**config.mk**
```make
export PLATFORM = sky130hd
export DESIGN_NAME = apb_mem_bridge_flat
export DESIGN_NICKNAME = d
export VERILOG_FILES = /design/src/rtl/apb_pkg.sv /design/src/rtl/apb_mem_bridge_if.sv /design/src/rtl/apb_wait_counter.sv /design/src/rtl/apb_mem_bridge.sv /design/src/flat_wrapper.sv
export SDC_FILE = /design/constraint.sdc
export NUM_CORES = 1
export LEC_CHECK = 0
export CAP_MARGIN = 20
export CORE_ASPECT_RATIO = 1.25
export CORE_MARGIN = 2
export CORE_UTILIZATION = 44
export CTS_BUF_LIST = sky130_fd_sc_hd__clkbuf_16
export CTS_CLUSTER_DIAMETER = 60
export DETAILED_ROUTE_END_ITERATION = 6
export PLACE_DENSITY = 0.86
export RECOVER_POWER = 100
export SETUP_SLACK_MARGIN = 0.1
export SYNTH_ARGS = -nofsm -noshare
export SYNTH_HDL_FRONTEND = slang
export SYNTH_HIERARCHICAL = 1
export SYNTH_SLANG_ARGS = --single-unit
```
**constraint.sdc**
```tcl
create_clock -name clk -period 3.4 [get_ports clk]
set_input_delay 0.85 -clock clk [delete_from_list [all_inputs] [get_ports clk]]
set_output_delay 0.85 -clock clk [all_outputs]
set_load 0.1 [all_outputs]
```
**src/rtl/apb_pkg.sv**
```systemverilog
`default_nettype none
// ============================================================================
//  Module   : apb_pkg
//  Purpose  : Shared types and constants for the APB-to-memory bridge.
//             Provides the bridge FSM state type, default bus widths and
//             the wait-state counter sizing.
//  Ports    : none (package)
//  Revision : 1.0 - initial release
// ============================================================================
package apb_pkg;

    localparam int APB_ADDR_W      = 8;
    localparam int APB_DATA_W      = 8;
    localparam int MAX_WAIT_STATES = 7;

    // Counter must be able to hold the largest legal wait-state value.
    localparam int CNT_W = $clog2(MAX_WAIT_STATES + 1);

    typedef enum logic [0:0] {
        IDLE   = 1'b0,
        ACCESS = 1'b1
    } apb_state_e;

endpackage
`default_nettype wire

```
**src/rtl/apb_mem_bridge_if.sv**
```systemverilog
`default_nettype none
// ============================================================================
//  Module   : apb_mem_bridge_if
//  Purpose  : APB3 bus bundle between an APB master and the memory bridge.
//  Ports    : PSEL, PENABLE, PWRITE, PADDR, PWDATA  (master -> slave)
//             PRDATA, PREADY, PSLVERR               (slave -> master)
//  Revision : 1.0 - initial release
// ============================================================================
interface apb_mem_bridge_if
    import apb_pkg::*;
#(
    parameter int ADDR_W = APB_ADDR_W,
    parameter int DATA_W = APB_DATA_W
);

    logic              PSEL;
    logic              PENABLE;
    logic              PWRITE;
    logic [ADDR_W-1:0] PADDR;
    logic [DATA_W-1:0] PWDATA;
    logic [DATA_W-1:0] PRDATA;
    logic              PREADY;
    logic              PSLVERR;

    modport master (
        output PSEL, PENABLE, PWRITE, PADDR, PWDATA,
        input  PRDATA, PREADY, PSLVERR
    );

    modport slave (
        input  PSEL, PENABLE, PWRITE, PADDR, PWDATA,
        output PRDATA, PREADY, PSLVERR
    );

endinterface
`default_nettype wire

```
**src/rtl/apb_wait_counter.sv**
```systemverilog
`default_nettype none
// ============================================================================
//  Module   : apb_wait_counter
//  Purpose  : Counts ACCESS cycles 0..WAIT_STATES and raises a registered
//             done flag during the cycle in which the count equals
//             WAIT_STATES. The flag holds until clr_i.
//  Ports    : clk, rst_n  - clock, async active-low reset
//             clr_i       - force count and flag to zero
//             en_i        - advance the count (saturates at WAIT_STATES)
//             done_o      - high while count == WAIT_STATES
//  Revision : 1.0 - initial release
// ============================================================================
module apb_wait_counter
    import apb_pkg::*;
#(
    parameter int WAIT_STATES = 1
) (
    input  logic clk,
    input  logic rst_n,
    input  logic clr_i,
    input  logic en_i,
    output logic done_o
);

    localparam logic [CNT_W-1:0] c_last = CNT_W'(WAIT_STATES);

    logic [CNT_W-1:0] cnt_q;
    logic             done_q;

    always_ff @(posedge clk or negedge rst_n) begin
        if (!rst_n) begin
            cnt_q  <= '0;
            done_q <= 1'b0;
        end else if (clr_i) begin
            cnt_q  <= '0;
            done_q <= 1'b0;
        end else if (en_i && (cnt_q != c_last)) begin
            cnt_q  <= cnt_q + 1'b1;
            // Flag is computed from the next count so it is registered
            // and coincides with the cycle where count == WAIT_STATES.
            done_q <= ((cnt_q + 1'b1) == c_last);
        end
    end

    assign done_o = done_q;

endmodule
`default_nettype wire

```
**src/rtl/apb_mem_bridge.sv**
```systemverilog
`default_nettype none
// ============================================================================
//  Module   : apb_mem_bridge
//  Purpose  : APB3 slave that turns each transfer into exactly one
//             single-cycle memory read or write strobe, with programmable
//             wait states and an address-limit error response.
//  Ports    : clk, rst_n            - clock, async active-low reset
//             bus (slave modport)   - APB3 bus
//             read_addr/write_addr  - latched transfer address
//             write_data            - latched write data
//             mem_write/mem_read    - one-cycle memory strobes
//             read_data             - memory read data (combinational)
//  Revision : 1.0 - initial release
// ============================================================================
module apb_mem_bridge
    import apb_pkg::*;
#(
    parameter int                ADDR_W      = APB_ADDR_W,
    parameter int                DATA_W      = APB_DATA_W,
    parameter int                WAIT_STATES = 1,
    parameter logic [ADDR_W-1:0] ADDR_LIMIT  = {ADDR_W{1'b1}}
) (
    input  logic              clk,
    input  logic              rst_n,
    apb_mem_bridge_if.slave   bus,
    output logic [ADDR_W-1:0] read_addr,
    output logic [ADDR_W-1:0] write_addr,
    output logic [DATA_W-1:0] write_data,
    output logic              mem_write,
    output logic              mem_read,
    input  logic [DATA_W-1:0] read_data
);

    apb_state_e        state_q;
    logic [ADDR_W-1:0] addr_q;
    logic [DATA_W-1:0] wdata_q;
    logic [DATA_W-1:0] cap_q;
    logic              write_q;
    logic              err_q;
    logic              mem_write_q;
    logic              mem_read_q;
    logic              ready;

    logic              setup;
    logic              complete;
    logic              abort;
    logic              addr_err;

    // Widened compare keeps the check meaningful even when ADDR_LIMIT is
    // the all-ones address.
    assign addr_err = ({1'b0, bus.PADDR} > {1'b0, ADDR_LIMIT});

    assign setup    = (state_q == IDLE)   &&  bus.PSEL && !bus.PENABLE;
    assign complete = (state_q == ACCESS) &&  bus.PSEL &&  bus.PENABLE && ready;
    assign abort    = (state_q == ACCESS) && !bus.PSEL;

    apb_wait_counter #(
        .WAIT_STATES (WAIT_STATES)
    ) u_wait_counter (
        .clk    (clk),
        .rst_n  (rst_n),
        .clr_i  ((state_q == IDLE) || complete || abort),
        .en_i   (state_q == ACCESS),
        .done_o (ready)
    );

    always_ff @(posedge clk or negedge rst_n) begin
        if (!rst_n) begin
            state_q     <= IDLE;
            addr_q      <= '0;
            wdata_q     <= '0;
            cap_q       <= '0;
            write_q     <= 1'b0;
            err_q       <= 1'b0;
            mem_write_q <= 1'b0;
            mem_read_q  <= 1'b0;
        end else begin
            // Strobes default low so each lasts exactly the first ACCESS cycle.
            mem_write_q <= 1'b0;
            mem_read_q  <= 1'b0;

            // mem_read_q is high only during A0 of a legal read, so this
            // captures the memory data on the edge ending A0.
            if (mem_read_q) begin
                cap_q <= read_data;
            end

            case (state_q)
                IDLE: begin
                    if (setup) begin
                        addr_q      <= bus.PADDR;
                        wdata_q     <= bus.PWDATA;
                        write_q     <= bus.PWRITE;
                        err_q       <= addr_err;
                        mem_write_q <=  bus.PWRITE && !addr_err;
                        mem_read_q  <= !bus.PWRITE && !addr_err;
                        state_q     <= ACCESS;
                    end
                end
                ACCESS: begin
                    if (complete || abort) begin
                        state_q <= IDLE;
                    end
                end
                default: state_q <= IDLE;
            endcase
        end
    end

    assign read_addr   = addr_q;
    assign write_addr  = addr_q;
    assign write_data  = wdata_q;
    assign mem_write   = mem_write_q;
    assign mem_read    = mem_read_q;

    assign bus.PREADY  = ready;
    assign bus.PSLVERR = ready && err_q;
    assign bus.PRDATA  = (ready && !write_q && !err_q) ? cap_q : '0;

endmodule
`default_nettype wire

```
**src/flat_wrapper.sv**
```systemverilog
// flat-port wrapper written by rule: the top's interface ports become plain ports
module apb_mem_bridge_flat import apb_pkg::*;
#(
    parameter int                ADDR_W      = APB_ADDR_W,
    parameter int                DATA_W      = APB_DATA_W,
    parameter int                WAIT_STATES = 1,
    parameter logic [ADDR_W-1:0] ADDR_LIMIT  = {ADDR_W{1'b1}}
)
  (clk, rst_n, read_addr, write_addr, write_data, mem_write, mem_read, read_data, bus_PSEL, bus_PENABLE, bus_PWRITE, bus_PADDR, bus_PWDATA, bus_PRDATA, bus_PREADY, bus_PSLVERR);
  apb_mem_bridge_if #(.ADDR_W(ADDR_W), .DATA_W(DATA_W)) bus_i ();
  input  logic clk;
  input  logic rst_n;
  output logic [ADDR_W-1:0] read_addr;
  output logic [ADDR_W-1:0] write_addr;
  output logic [DATA_W-1:0] write_data;
  output logic mem_write;
  output logic mem_read;
  input  logic [DATA_W-1:0] read_data;
  input wire logic [$bits(bus_i.PSEL)-1:0] bus_PSEL;
  input wire logic [$bits(bus_i.PENABLE)-1:0] bus_PENABLE;
  input wire logic [$bits(bus_i.PWRITE)-1:0] bus_PWRITE;
  input wire logic [$bits(bus_i.PADDR)-1:0] bus_PADDR;
  input wire logic [$bits(bus_i.PWDATA)-1:0] bus_PWDATA;
  output wire logic [$bits(bus_i.PRDATA)-1:0] bus_PRDATA;
  output wire logic [$bits(bus_i.PREADY)-1:0] bus_PREADY;
  output wire logic [$bits(bus_i.PSLVERR)-1:0] bus_PSLVERR;
  assign bus_i.PSEL = bus_PSEL;
  assign bus_i.PENABLE = bus_PENABLE;
  assign bus_i.PWRITE = bus_PWRITE;
  assign bus_i.PADDR = bus_PADDR;
  assign bus_i.PWDATA = bus_PWDATA;
  assign bus_PRDATA = bus_i.PRDATA;
  assign bus_PREADY = bus_i.PREADY;
  assign bus_PSLVERR = bus_i.PSLVERR;
  apb_mem_bridge #(.ADDR_W(ADDR_W), .DATA_W(DATA_W), .WAIT_STATES(WAIT_STATES), .ADDR_LIMIT(ADDR_LIMIT)) u_core (.clk(clk), .rst_n(rst_n), .bus(bus_i), .read_addr(read_addr), .write_addr(write_addr), .write_data(write_data), .mem_write(mem_write), .mem_read(mem_read), .read_data(read_data));
endmodule
```
# Word level (Yosys, flattened, before mapping)
# Index checks and enable logic that the tools add are counted.
totals:
  ff_bits: 32
  inputBits: 29
  output_inout_bits: 36
  elab_cells: 42
classes:
  n_addsub: 1
  n_eq_ne: 2
  n_mux: 12
  bitwise: 1
  n_reduce_logical: 17
ops:
  columns: ["op", "n"]
  rows:
  - ["$logic_and 1x1->1", 8]
  - ["$mux 1", 8]
  - ["$mux 8", 1]
  - ["$mux 3", 2]
  - ["$logic_not 1->1", 4]
  - ["$add 3x1->3 const B", 1]
  - ["$eq 3x1->1 const B", 1]
  - ["$logic_or 1x1->1", 3]
  - ["$ne 3x1->1 const B", 1]
  - ["$pmux 1 s2", 1]
  - ["$reduce_and 2->1", 1]
  - ["$reduce_bool 2->1", 1]
  - ["$not 1->1", 1]

# Logic depth before layout (Yosys ltp)
# Gate-level depths: netlist of run 1.
depth:
  depth_word: 6
  ltp_mapped: 5
  depth_no_buf: 5

# By module
# Netlist of run 1, hierarchy kept.
modules_own_cells:
  columns: ["module", "n_inst", "cells_each", "area_per_inst_um2", "seq_area_each_um2"]
  rows:
  - ["apb_mem_bridge", 1, 82, 1223.7, 700.7]
  - ["apb_wait_counter", 1, 25, 244.0, 100.1]

# Least setup slack after synthesis of run 1
# No wires, ideal clock.
synth_timing:
  path_kind: "flip-flop to output port"
  startpoint: "register u_core.u_wait_counter.done_q, in the netlist u_core/u_wait_counter/done_o"
  endpoint: "output port bus_PRDATA[0]"
  arrival_time_ns: 2.071
  required_ns: 2.550
  setup_slack_ns: 0.479
  path_stages_with_launch: 3
  n_path_buf: 0
  cell_sequence: "dfrtp_1 nor2b_1 and2_1"
synth_between:
  elab_chain_cells: 2
synth_rtl:
  columns: ["item", "line_no", "rtl"]
  rows:
  - ["start, declared", "apb_wait_counter.sv:28", "logic done_q;"]
  - ["start signal, assigned", "apb_wait_counter.sv:41", "done_q <= ((cnt_q + 1'b1) == c_last);"]
  - ["$logic_and 1x1->1", "apb_mem_bridge.sv:118", "assign bus.PRDATA = (ready && !write_q && !err_q) ? cap_q : '0;"]
  - ["$mux 8", "apb_mem_bridge.sv:118", null]
  - ["end, declared", "flat_wrapper.sv:24", "output wire logic [$bits(bus_i.PRDATA)-1:0] bus_PRDATA;"]
# No other way between the ends.

# Worst setup path in the final report of run 1
layout_timing:
  startpoint: "input port bus_PENABLE"
  endpoint: "register u_core.wdata_q[7], in the netlist u_core/write_data[7]"
layout_between:
  elab_chain_cells: 3
layout_rtl:
  columns: ["item", "line_no", "rtl"]
  rows:
  - ["start, declared", "flat_wrapper.sv:20", "input wire logic [$bits(bus_i.PENABLE)-1:0] bus_PENABLE;"]
  - ["$logic_not 1->1", "apb_mem_bridge.sv:53", "assign setup = (state_q == IDLE) && bus.PSEL && !bus.PENABLE;"]
  - ["$logic_and 1x1->1", "apb_mem_bridge.sv:53", null]
  - ["$reduce_and 2->1 (no source line)", null, null]
  - ["end signal, assigned", "apb_mem_bridge.sv:92", "wdata_q <= bus.PWDATA;"]
  - ["end, declared", "apb_mem_bridge.sv:36", "logic [DATA_W-1:0] wdata_q;"]
# No other way between the ends.
# A chain may end at the register's enable or synchronous reset.

==> run_results.csv, run 1 <==
group,metric,value,unit
floorplanning,die_h,68.6,µm
grt,grt-ovfl-total,0,
floorplanning,ioPinCount,65,
yosys,yosysSeqAreaShare,0.546,
floorplanning,die_area,0.00382,mm²
routing,routed_wl,2980,µm
yosys,synth_top_area_share,0.546,
setup_path,reg2reg_from,"u_core/state_q",
clock_network,cts-resized-gates,0,
routing,route.detailed.drc,0,
setup_path,worstReg2RegEnd,"u_core/write_data[7]",
floorplanning,fp.dieW,55.7,µm
yosys,async_flop_share,1.00,
timing,finalHoldViolCount,0,
grt,grt_pass1_vias,944,
yosys,syn_area,0.00147,mm²
clock_network,cts_root_buf,"clkbuf_16",
grt,grt_util_all_layers,0.161,
run,drv_cap,1,
timing,slew_violations,33,
setup_path,required,3550,ps
yosys,avgSynthCellArea,13.7,µm²
yosys,yosysTopAreaCell,"dfrtp_1",
routing,viasPerCell,4.92,
power,report.power.total,1.49,mW
setup_path,startpoint,"bus_PENABLE",
yosys,ys.warnings.count,6,
clock_network,cts_tree,"yes",
grt,grt_pass1_wl,4560,µm
clock_network,cts_htree_levels,2,
grt,grt_max_degree,33,
yosys,syn_inst,107,
grt,grt_antenna_before_repair,0,
placed_design,io_buffers,63,
yosys,yosysMostFrequentCell,"dfrtp_1",
yosys,synth_nets,139,
clock_network,postCtsSetupBuffers,0,
timing,min_period,2640,ps
clock_network,cts_buffer_depth,2,
yosys,synth-seq-cells,32,
final_layout,final_util,0.617,
routing,drt_pass1_iterations,3,
worst_hold_path,hold_path.class,"reg -> reg",
floorplanning,rows,23,
timing,rsz0062_at_grt,"false",
timing,clock_skew,2.12,ps
timing,finalSetupViolCount,0,
timing,worst_pin_slew,1690,ps
timing,period_share,0.776,
clock_network,ctsHoldBuffers,0,
setup_path,cp_max_fo,19,
clock_network,cts.sinks,32,
outcome,status,"complete, but fails checks",
yosys,synthTopCellsByCount,"dfrtp_1 (32), mux2_2 (17), and2_1 (9), buf_4 (9), mux2_4 (8)",
clock_network,cts.clk_slew.worst_paths,50,ps
setup_path,crit_path_end_kind,"register",
final_layout,drive_above_1_share,0.198,
setup_path,crit_end,"u_core/write_data[7]",
power,p_leak,0.847,nW
timing,finalSetupTns,0,ps
setup_path,worstSetupPathType,"in -> reg",
setup_path,cp-start-kind,"primary input",
setup_path,reg2reg_slack,1460,ps
floorplanning,start_util,0.459,
clock_network,cts_inserted_buffers,5,
yosys,synth.distinct_cells,26,
floorplanning,core-area,0.00319,mm²
setup_path,cp.arrival,2790,ps
yosys,synth_edf_count,0,
final_layout,area_growth,34.2,%
routing,vias,1003,
setup_path,reg2regPathDepth,3,
final_layout,nNetsFinal,199,
routing,postRouteAntennaNets,0,
routing,drt_iter0_markers,18,
routing,wl_per_cell,14.6,µm
yosys,synth.area.top_cells,"dfrtp_1 (55%), mux2_2 (13%), mux2_4 (8.2%)",
clock_network,clk_latency,270,ps
power,power.density,756,mW/mm²
yosys,synthFlopType,"dfrtp_1",
placed_design,hpwlAfterDp,2260,µm
timing,holdWs,497,ps
timing,max-slew-margin-rel,-0.125,
timing,max_freq,0.379,GHz
final_layout,diodes,0,
power,ir_worst_vdd,541,µV
placed_design,routabilityCongestion,0.701,
outcome,violations,"max-capacitance violations, max-slew violations",
power by group:
group          switching (mW)  internal, mW  total [mW]
Combinational           0.507        0.0978       0.605
Clock                   0.138         0.262       0.399
Sequential             0.0389         0.445       0.484
worst min path at each step:
stage,startpoint,to,slack (ps),cells past startpoint
3_5_place_dp,u_core/cap_q[0],u_core/cap_q[0],490,1
2_1_floorplan,u_core/cap_q[0],u_core/cap_q[0],470,1
5_1_grt,u_core/write_q,u_core/write_q,520,1
6_report,u_core/cap_q[0],u_core/cap_q[0],500,1
4_1_cts,u_core/cap_q[0],u_core/cap_q[0],500,1
3_3_place_gp,u_core/cap_q[3],u_core/cap_q[3],480,1
registers in the layout, summed over array words and instances (netlist names):
register / flops
u_core/write_data: 8
u_core/u_wait_counter/done_o: 1
u_core/mem_read: 1
u_core/mem_write: 1
u_core/read_addr: 8
u_core/state_q: 1
u_core/u_wait_counter/cnt_q: 3
u_core/write_q: 1
u_core/cap_q: 8
cell usage in the layout, fill, tap and decap left out, drive strengths merged:
cell	Yosys	routed
dfrtp	32	32
conb	1	1
a21oi	3	3
a21boi	2	2
nand2b	1	1
xnor2	1	1
nand2	1	1
clkbuf	0	34
clkdlybuf4s50	0	17
nor3b	1	1
inv	3	4
clkinv	0	1
nor2b	3	3
or3	1	1
nand3b	1	1
and4bb	1	1
dlygate4sd3	0	11
mux2	25	25
nand4b	1	1
ha	3	3
and2	9	9
o21ai	3	3
nand3	1	1
nor2	2	2
buf	12	8
kinds of logic (layout without fill, tap and decap cells):
group | count (synthesis) | count (layout) | share of synthesized area
flops | 32 | 32 | 0.546
mux | 25 | 25 | 0.212
simple gates | 22 | 22 | 0.0989
buf+inv | 15 | 75 | 0.0784
compound gates | 8 | 8 | 0.0307
fa+ha+maj | 3 | 3 | 0.0256
other cells | 1 | 1 | 0.00256
xor+xnor | 1 | 1 | 0.00597
through the flow:
stage / cell area (µm²) / instances / setup slack (ps)
floorplan: 1470 / 107 / 479
global placement: 1970 / 197 / 1100
CTS: 2110 / 204 / 1000
detailed placement: 1970 / 197 / 1060
global route: 1970 / 204 / 482
finish: 1970 / 204 / 762
per-layer routing:
layer  routed length, µm  vias up  global-route usage
met3                 164        7              0.0485
met2                1680       38               0.283
met4                  56        0              0.0915
met1                1080      486               0.175
li1                    -      472                   -
met5                   0        -                   0
final cells by class:
cell class / instances / area (µm²)
Tap cell: 37 / 46.3
Sequential cell: 32 / 801
Timing Repair Buffer: 65 / 449
Multi-Input combinational cell: 60 / 528
Inverter: 3 / 11.3
Clock inverter: 2 / 8.76
Fill cell: 292 / 1220
Clock buffer: 5 / 125
worst max-delay path, stage by stage:
cell           delay (ps)
dlygate4sd3_1         600
nor3b_4               190
clkbuf_1              720
mux2_2                420
No activity file was read; power rests on OpenSTA's default activity.
==> inputs of run 2 (changes only) <==
--- a/config.mk
+++ b/config.mk
@@ -8,11 +8,11 @@
 export CAP_MARGIN = 20
 export CORE_ASPECT_RATIO = 1.25
 export CORE_MARGIN = 2
-export CORE_UTILIZATION = 44
+export CORE_UTILIZATION = 41
 export CTS_BUF_LIST = sky130_fd_sc_hd__clkbuf_16
 export CTS_CLUSTER_DIAMETER = 60
 export DETAILED_ROUTE_END_ITERATION = 6
-export PLACE_DENSITY = 0.86
+export PLACE_DENSITY = 0.81
 export RECOVER_POWER = 100
 export SETUP_SLACK_MARGIN = 0.1
 export SYNTH_ARGS = -nofsm -noshare
==> constraint.sdc (replaced) <==
create_clock -name clk -period 2.5 [get_ports clk]
set_input_delay 0.625 -clock clk [delete_from_list [all_inputs] [get_ports clk]]
set_output_delay 0.625 -clock clk [all_outputs]
set_load 0.1 [all_outputs]
==> run 2 against run 1 <==
  * The run now ends clean
  * Global-route usage increased by 0.28 points
  * Routed wire length grew 5.3%
  * Clock skew up 3.5 ps
  * Worst setup slack got worse by 430 ps
  * Utilization down 0.60 points
  * Combinational power rose by 37%
  * Sequential share of layout area shrank 2.6 points
  * Die area rose by 6.8%
  * Critical path type is now reg -> out
  * Largest cell class unchanged
  * Largest power group unchanged
  * Highest routed layer unchanged
==> run_results.csv, run 2 (same netlist as run 1, synthesis figures left out) <==
group,metric,value,unit
outcome,status,"complete, no violations",
timing,max-slew-margin-rel,0.211,
timing,clock_skew,5.60,ps
setup_path,startpoint,"u_core/read_addr[0]",
placed_design,io_buffers,63,
run,drv_cap,0,
setup_path,required,1880,ps
timing,period_share,0.866,
grt,grt_pass1_wl,4970,µm
routing,vias,993,
power,pwr-share-comb,0.382,
setup_path,worstSetupPathType,"reg -> out",
setup_path,path_buf_inv,1,
final_layout,nNetsFinal,199,
setup_path,cp.arrival,1540,ps
clock_network,ctsHoldBuffers,0,
clock_network,cts.sinks,32,
timing,holdWs,499,ps
clock_network,cts_root_buf,"clkbuf_16",
floorplanning,ioPinCount,65,
floorplanning,start_util,0.425,
floorplanning,core-area,0.00345,mm²
final_layout,drive_above_1_share,0.268,
clock_network,cts-resized-gates,0,
clock_network,cts_htree_levels,2,
routing,viasPerCell,4.80,
setup_path,path_depth,1,
routing,postRouteAntennaNets,0,
timing,finalSetupTns,0,ps
final_layout,mostFrequentLayoutCell,"dfrtp_1",
routing,route.detailed.drc,0,
setup_path,reg2reg_from,"u_core/state_q",
clock_network,cts_inserted_buffers,5,
floorplanning,die_area,0.00408,mm²
setup_path,cp_max_fo,3,
routing,wl_per_cell,15.2,µm
setup_path,crit_family,"buffers and inverters",
clock_network,postCtsSetupBuffers,0,
floorplanning,fp.dieW,57.5,µm
clock_network,clk_latency,280,ps
timing,finalHoldViolCount,0,
worst_hold_path,hold_path.class,"reg -> reg",
placed_design,place_area,0.00208,mm²
routing,routed_wl,3140,µm
placed_design,hpwlAfterDp,2410,µm
final_layout,final_util,0.611,
power,switchingPower,0.965,mW
setup_path,reg2reg_slack,860,ps
setup_path,cp-start-kind,"register",
timing,max_freq,0.462,GHz
power,intPower,1.21,mW
power,power.density,1030,mW/mm²
final_layout,final.fill_count,314,
grt,grt_util_all_layers,0.163,
clock_network,cts_buffer_depth,2,
timing,slew_violations,0,
timing,worst_pin_slew,1190,ps
clock_network,cts_tree,"yes",
power,pwr-share-seq,0.302,
grt,grt_antenna_before_repair,0,
setup_path,crit_path_end_kind,"primary output",
setup_path,worstReg2RegEnd,"u_core/read_addr[7]",
final_layout,area_growth,43.6,%
floorplanning,die_h,70.9,µm
final_layout,diodes,0,
routing,drt_iter0_markers,18,
power,power.clock.fraction,0.316,
placed_design,routabilityCongestion,0.802,
routing,drt_pass1_iterations,3,
setup_path,cpPeakStageDelay,880,ps
power,ir_worst_vdd,858,µV
setup_path,critPathSlowestCell,"clkbuf_1",
final_layout,final_cell_mix,"dfrtp_1 (31), clkbuf_1 (25), clkdlybuf4s50_1 (18), mux2_2 (17), dlygate4sd3_1 (10)",
setup_path,reg2regPathDepth,3,
setup_path,crit_end,"read_addr[0]",
timing,rsz0062_at_grt,"false",
grt,grt_max_degree,33,
clock_network,cts.clk_slew.worst_paths,60,ps
setup_path,cp_cell_sequence,"clkbuf_1",
power,report.power.total,2.18,mW
timing,min_period,2160,ps
final_layout,stdcell_area,0.00211,mm²
grt,grt-ovfl-total,0,
power,swShare,0.443,
timing,finalSetupViolCount,0,
floorplanning,rows,24,
grt,grt_pass1_vias,1011,
power,p_leak,0.888,nW
[run 2: how the worst min path moves through the flow]
stage	slack, ps	endpoint	from	depth (start not counted)
6_report	500	u_core/write_data[6]	u_core/write_data[6]	1
5_1_grt	510	u_core/write_data[6]	u_core/write_data[6]	1
4_1_cts	500	u_core/cap_q[2]	u_core/cap_q[2]	1
3_5_place_dp	490	u_core/cap_q[2]	u_core/cap_q[2]	1
3_3_place_gp	480	u_core/cap_q[7]	u_core/cap_q[7]	1
2_1_floorplan	330	u_core/cap_q[0]	rst_n	0
[run 2: power groups by stage]
stage	sequential (mW)	combinational [mW]	clock, mW
6_report	0.658	0.831	0.688
5_1_grt	0.671	0.850	0.727
4_1_cts	0.663	0.931	0.707
3_5_place_dp	0.671	0.929	0
3_3_place_gp	0.663	0.919	0
2_1_floorplan	1.04	0.372	0
[run 2: cell type report]
class / instances / area (µm²) / share of cell area
clock buffer: 5 / 125 / 0.0593
clock inverter: 3 / 42.5 / 0.0202
inverter: 3 / 11.3 / 0.00534
multi-input combinational: 60 / 524 / 0.249
sequential: 32 / 802 / 0.380
tap: 39 / 48.8 / 0.0231
timing repair buffer: 65 / 554 / 0.263
[run 2: metrics by stage]
step	cells	setup slack, ps
final	207	336
after CTS	207	408
after global placement	199	456
after detailed placement	199	394
after floorplan	107	366
after global routing	207	295
[run 2: per-layer routing]
layer  up-vias  wire length (µm)  global-route usage
li1        466                 -                   -
met1       481              1170               0.182
met2        39              1700               0.274
met3         7               197              0.0494
met4         0                75              0.0904
met5         -                 0                   0
